$ cat config.mk
export PLATFORM = sky130hd
export DESIGN_NAME = if_id_skid
export DESIGN_NICKNAME = d
export VERILOG_FILES = /design/src/rtl/if_id_skid_pkg.sv /design/src/rtl/if_id_slot.sv /design/src/rtl/if_id_skid.sv
export SDC_FILE = /design/constraint.sdc
export NUM_CORES = 2
export LEC_CHECK = 0
export BUFFER_PORTS_ARGS = -buffer_cell sky130_fd_sc_hd__buf_2
export CORE_UTILIZATION = 32
export CTS_CLUSTER_SIZE = 25
export DETAILED_ROUTE_END_ITERATION = 12
export GPL_ROUTABILITY_DRIVEN = 0
export HOLD_SLACK_MARGIN = 0.15
export PLACE_DENSITY = 0.6
export SYNTH_ARGS = -nofsm -noshare
export SYNTH_HDL_FRONTEND = slang
export SYNTH_SLANG_ARGS = --single-unit
export TNS_END_PERCENT = 100
$ cat constraint.sdc
create_clock -name clk -period 2.2 [get_ports clk]
set_input_delay 0.44 -clock clk [delete_from_list [all_inputs] [get_ports clk]]
set_output_delay 0.44 -clock clk [all_outputs]
set_load 0.02 [all_outputs]
$ cat src/rtl/if_id_skid_pkg.sv
// Shared types and constants for the IF/ID elastic skid buffer.
package if_id_skid_pkg;

    // Default number of independent hardware threads.
    localparam int NUM_Threads = 4;

    // Canonical NOP (addi x0, x0, 0) presented when a slot holds no beat.
    localparam logic [31:0] NOP_INSN_WORD = 32'h0000_0013;

    // Occupancy of one thread's two-entry buffer (main + skid).
    typedef enum logic [1:0] {
        SLOT_EMPTY = 2'd0,
        SLOT_ONE   = 2'd1,
        SLOT_TWO   = 2'd2
    } slot_state_e;

endpackage

$ cat src/rtl/if_id_slot.sv
// Single-thread IF/ID elastic buffer: main entry plus skid entry and a
// saturating back-pressure counter. in_ready depends only on registered
// state, so there is no combinational path from out_ready to in_ready.
module if_id_slot
    import if_id_skid_pkg::*;
#(
    parameter int              XLEN     = 32,
    parameter logic [XLEN-1:0] NOP_INSN = XLEN'(NOP_INSN_WORD),
    parameter int              CNT_W    = 8
) (
    input  logic             clk,
    input  logic             rst,
    input  logic             in_valid,
    output logic             in_ready,
    input  logic [XLEN-1:0]  in_pc,
    input  logic [XLEN-1:0]  in_insn_addr,
    input  logic [XLEN-1:0]  in_insn,
    output logic             out_valid,
    input  logic             out_ready,
    output logic [XLEN-1:0]  out_pc,
    output logic [XLEN-1:0]  out_insn_addr,
    output logic [XLEN-1:0]  out_insn,
    input  logic             flush,
    output logic [CNT_W-1:0] stall_cnt
);

    localparam int BW = 3 * XLEN;

    slot_state_e      state_q, state_d;
    logic [BW-1:0]    main_q, main_d;
    logic [BW-1:0]    skid_q, skid_d;
    logic [CNT_W-1:0] cnt_q, cnt_d;
    logic [BW-1:0]    in_beat;
    logic             push;
    logic             pop;

    // Beat layout: {pc, insn_addr, insn}
    assign in_beat   = {in_pc, in_insn_addr, in_insn};
    assign in_ready  = (state_q != SLOT_TWO);
    assign out_valid = (state_q != SLOT_EMPTY);
    assign push      = in_valid & in_ready;
    assign pop       = out_valid & out_ready;

    // Next-state and payload steering; flush overrides every transition and
    // leaves the payload registers untouched (outputs are masked when empty).
    always_comb begin
        state_d = state_q;
        main_d  = main_q;
        skid_d  = skid_q;
        unique case (state_q)
            SLOT_EMPTY: begin
                if (push) begin
                    state_d = SLOT_ONE;
                    main_d  = in_beat;
                end
            end
            SLOT_ONE: begin
                if (push && pop) begin
                    main_d = in_beat;
                end else if (push) begin
                    state_d = SLOT_TWO;
                    skid_d  = in_beat;
                end else if (pop) begin
                    state_d = SLOT_EMPTY;
                end
            end
            SLOT_TWO: begin
                if (pop) begin
                    state_d = SLOT_ONE;
                    main_d  = skid_q;
                end
            end
            default: state_d = SLOT_EMPTY;
        endcase
        if (flush) begin
            state_d = SLOT_EMPTY;
            main_d  = main_q;
            skid_d  = skid_q;
        end
    end

    // Count consecutive cycles a beat waits on out_ready, saturating at all-ones.
    always_comb begin
        cnt_d = cnt_q;
        if (flush || pop) begin
            cnt_d = '0;
        end else if (out_valid && !out_ready && (cnt_q != {CNT_W{1'b1}})) begin
            cnt_d = cnt_q + CNT_W'(1);
        end
    end

    // State, payload and counter registers with asynchronous active-low reset.
    always_ff @(posedge clk or negedge rst) begin
        if (!rst) begin
            state_q <= SLOT_EMPTY;
            main_q  <= '0;
            skid_q  <= '0;
            cnt_q   <= '0;
        end else begin
            state_q <= state_d;
            main_q  <= main_d;
            skid_q  <= skid_d;
            cnt_q   <= cnt_d;
        end
    end

    assign out_pc        = out_valid ? main_q[3*XLEN-1:2*XLEN] : '0;
    assign out_insn_addr = out_valid ? main_q[2*XLEN-1:XLEN]   : '0;
    assign out_insn      = out_valid ? main_q[XLEN-1:0]        : NOP_INSN;
    assign stall_cnt     = cnt_q;

endmodule

$ cat src/rtl/if_id_skid.sv
// Multi-thread IF/ID pipeline register: one independent elastic slot per
// hardware thread, no interaction between threads.
module if_id_skid
    import if_id_skid_pkg::*;
#(
    parameter int              NUM_THREADS = NUM_Threads,
    parameter int              XLEN        = 32,
    parameter logic [XLEN-1:0] NOP_INSN    = XLEN'(NOP_INSN_WORD),
    parameter int              CNT_W       = 8
) (
    input  logic                                clk,
    input  logic                                rst,
    input  logic [NUM_THREADS-1:0]              in_valid,
    output logic [NUM_THREADS-1:0]              in_ready,
    input  logic [NUM_THREADS-1:0][XLEN-1:0]    in_pc,
    input  logic [NUM_THREADS-1:0][XLEN-1:0]    in_insn_addr,
    input  logic [NUM_THREADS-1:0][XLEN-1:0]    in_insn,
    output logic [NUM_THREADS-1:0]              out_valid,
    input  logic [NUM_THREADS-1:0]              out_ready,
    output logic [NUM_THREADS-1:0][XLEN-1:0]    out_pc,
    output logic [NUM_THREADS-1:0][XLEN-1:0]    out_insn_addr,
    output logic [NUM_THREADS-1:0][XLEN-1:0]    out_insn,
    input  logic [NUM_THREADS-1:0]              flush,
    output logic [NUM_THREADS-1:0][CNT_W-1:0]   stall_cnt
);

    for (genvar g = 0; g < NUM_THREADS; g++) begin : g_slot
        if_id_slot #(
            .XLEN     (XLEN),
            .NOP_INSN (NOP_INSN),
            .CNT_W    (CNT_W)
        ) u_slot (
            .clk           (clk),
            .rst           (rst),
            .in_valid      (in_valid[g]),
            .in_ready      (in_ready[g]),
            .in_pc         (in_pc[g]),
            .in_insn_addr  (in_insn_addr[g]),
            .in_insn       (in_insn[g]),
            .out_valid     (out_valid[g]),
            .out_ready     (out_ready[g]),
            .out_pc        (out_pc[g]),
            .out_insn_addr (out_insn_addr[g]),
            .out_insn      (out_insn[g]),
            .flush         (flush[g]),
            .stall_cnt     (stall_cnt[g])
        );
    end

endmodule
==> results.json <==
{
  "status": "finished with violations",
  "violations": "setup timing",
  "finalSetupViolCount": 479,
  "synth_area_leaders": "dfrtp_1 (53%), mux2_2 (26%), and2_1 (6.1%)",
  "dp_slack_ps": 185,
  "clockBufferDepth": 3,
  "ant_nets": 0,
  "rsz0062_at_grt": "yes",
  "drive_gt1_share_pct": 53.1,
  "cts_num_sinks": 808,
  "worst_pin_slew_ps": 549,
  "crit_arrival_ps": 2030,
  "crit_type": "reg2out",
  "finish.instance_area_mm2": 0.0547,
  "fin_crit_ps": 2470,
  "end_kind": "output pin",
  "dr.pass1.iters": 6,
  "synth-seq-cells": 808,
  "use_met3_pct": 4.43,
  "gr-total-overflow": 0,
  "use_met1_pct": 21.6,
  "synth_area_per_cell_um2": 13.0,
  "post-route-drc-count": 0,
  "synth-edff-count": 0,
  "vdd_drop_max_mv": 0.606,
  "start_util_pct": 32.3,
  "critPathRequiredTime_ps": 1760,
  "via_per_inst": 4.73,
  "p_comb_share_pct": 23.2,
  "cap_viol_max_count": 0,
  "clock_latency_ps": 670,
  "fmax_mhz": 405,
  "die_area_mm2": 0.120,
  "dp_hpwl_mm": 69.1,
  "placed_area_mm2": 0.0445,
  "power_density_mw_per_mm2": 855,
  "synth.top_cell.area_share_pct": 53.1,
  "grt_max_degree": 84,
  "synth.distinct_cells": 53,
  "synthCells": 2932,
  "grt_usage_pct": 17.7,
  "top_level_ports": 822,
  "relSlewSlack_pct": 63.4,
  "initialDrtViolationCount": 1216,
  "switching_share_pct": 27.6,
  "placed_cells": 5187,
  "synth_flop_cell": "dfrtp_1",
  "vias": 27700,
  "grt_most_used_layer": "met2",
  "synth_most_common_cell": "mux2_2",
  "ys_warn_count": 0,
  "die_x_um": 347,
  "drv_slew": 0,
  "clock_skew_ps": 26.5,
  "core_area_mm2": 0.118,
  "yosys-top-cells-count": "mux2_2 (890), dfrtp_1 (808), and2_1 (373)",
  "worstPathMaxFanout": 7,
  "power.share.clock_pct": 33.7,
  "stdcell_count": 5848,
  "sequentialPowerShare_pct": 43.2,
  "hold_path_class": "in2reg",
  "fin_crit_sh_pct": 112,
  "fp-row-count": 126,
  "portBuffers": 821,
  "wirelength_mm": 113,
  "cts_tree": "built",
  "async_flop_share_pct": 100,
  "holdWs_ps": 249,
  "cp-start-kind": "flip-flop",
  "detail_route.wl_per_cell_um": 19.3,
  "worst_slack_ps": -271,
  "nets": 4632,
  "antenna_found_initial": 13,
  "global_route.usage.met2_pct": 29.8,
  "ys_seq_area_share_pct": 53.1,
  "cts.clk_slew.worst_paths_ps": 60,
  "grt_pass1_vias": 29100,
  "yosysTopAreaCell": "dfrtp_1",
  "root_buffer": "clkbuf_16",
  "grt_first_pass_wirelength_mm": 169,
  "leakagePower_nw": 25.4,
  "internal-power_mw": 33.9,
  "area_delta_synth_final_pct": 43.8,
  "die_y_um": 347,
  "hold_viol": 0,
  "htreeDepth": 3,
  "cts_buffers": 93,
  "synth.net_count": 3334,
  "netlist_area_mm2": 0.0381,
  "p_switching_mw": 12.9,
  "setup_tns_ps": -79700
}
what timing repair did:
| item | in CTS | in global routing |
|---|---|---|
| gates resized for setup | 271 | 412 |
| hold endpoints to repair | 1078 | 0 |
| hold buffers | 395 | 0 |
| endpoints found under the setup margin | 392 | 483 |
| cloned | 22 | 20 |
| buffers inserted | 22 | 32 |
| pin swaps | 51 | 118 |
registers in the layout, indices dropped and copies added (netlist names):
| register | count |
|---|---|
| g_slot.u_slot.main_q | 384 |
| g_slot.u_slot.skid_q | 384 |
| g_slot.u_slot.stall_cnt | 32 |
| g_slot.u_slot.state_q | 8 |
cell type report:
cell class | count | area, um^2
antenna | 7 | 17.5
clock buffer | 137 | 2790
clock inverter | 33 | 335
fill | 10500 | 63200
inverter | 9 | 56.3
multi-input combinational | 1930 | 17300
sequential | 808 | 20200
tap | 1536 | 1920
timing repair buffer | 1386 | 12000
timing repair inverter | 2 | 13.8
logic make-up (layout without fill, tap and decap cells):
logic type	count (synthesis)	after routing	synth area share (%)
compound gates	66	66	1.28
xor+xnor	12	12	0.276
other cells	0	7	0
fa+ha+maj	4	4	0.131
buf+inv	198	1567	2.89
flops	808	808	53.1
mux	1061	1061	31.6
simple gates	783	787	10.7
critical path, stage by stage (launching register included):
cell,delay (ps)
dfrtp_2,410
or2_4,260
buf_12,150
buf_12,140
buf_16,140
and2_4,130
buf_6,130
metal layers:
layer	wire, um	share of wire [%]
met5	41	0.036
met4	4420	3.9
met3	6500	5.8
met2	55500	49
met1	46400	41
power groups by stage:
| stage | sequential, mW | combinational [mW] | clock, mW |
|---|---|---|---|
| final | 20.2 | 10.8 | 15.7 |
| after detailed placement | 20.3 | 8.69 | 0 |
| after CTS | 20.1 | 10.1 | 16.2 |
| after global placement | 20.2 | 8.49 | 0 |
| after floorplan | 19.7 | 6.05 | 0 |
| after global routing | 20.7 | 11.6 | 16.8 |
cell usage in the layout (no fill, tap or decap), drive strengths merged, types with 2 or more instances in the layout:
master and instances:
mux2 1056, buf 975, dfrtp 808, dlygate4sd3 395, and2 373, nand2 305
clkbuf 153, nor2 26, clkinv 24, nand2b 23, nand3 17, a21oi 13
inv 13, o21ai 10, a21o 9, or2 8, diode 7, nand4 7
xor2 7, nor3 7, o211ai 6, and3 6, o21bai 6, mux2i 5
xnor2 5, and4 4, a211oi 4, ha 4, clkinvlp 4, nor2b 4
o31ai 3, o21ba 3, a31oi 3, a31o 3, bufinv 3, nor4 2
a41oi 2
stage by stage:
| step | power (mW) | utilization (%) |
|---|---|---|
| after global placement | 28.6 | 37.7 |
| after detailed placement | 29.0 | 37.7 |
| after floorplan | 25.8 | - |
| after global routing | 49.1 | 46.4 |
| final | 46.8 | 46.4 |
| after CTS | 46.4 | 45.0 |
final timing paths:
path | to | slack, ps | from | depth (start not counted)
min reg2reg | g_slot[1].u_slot.skid_q[90] | 480 | g_slot[1].u_slot.skid_q[90] | 1
max in group asynchronous | g_slot[3].u_slot.main_q[84] | 940 | rst | 4
min | g_slot[2].u_slot.stall_cnt[6] | 250 | out_ready[2] | 3
max reg2reg | g_slot[3].u_slot.main_q[47] | -100 | g_slot[3].u_slot.state_q[0] | 8
max | out_insn_addr[8] | -270 | g_slot[0].u_slot.state_q[1] | 6
min in group asynchronous | g_slot[2].u_slot.skid_q[3] | 350 | rst | 2
Note: power is estimated with default switching activity, not from simulation.
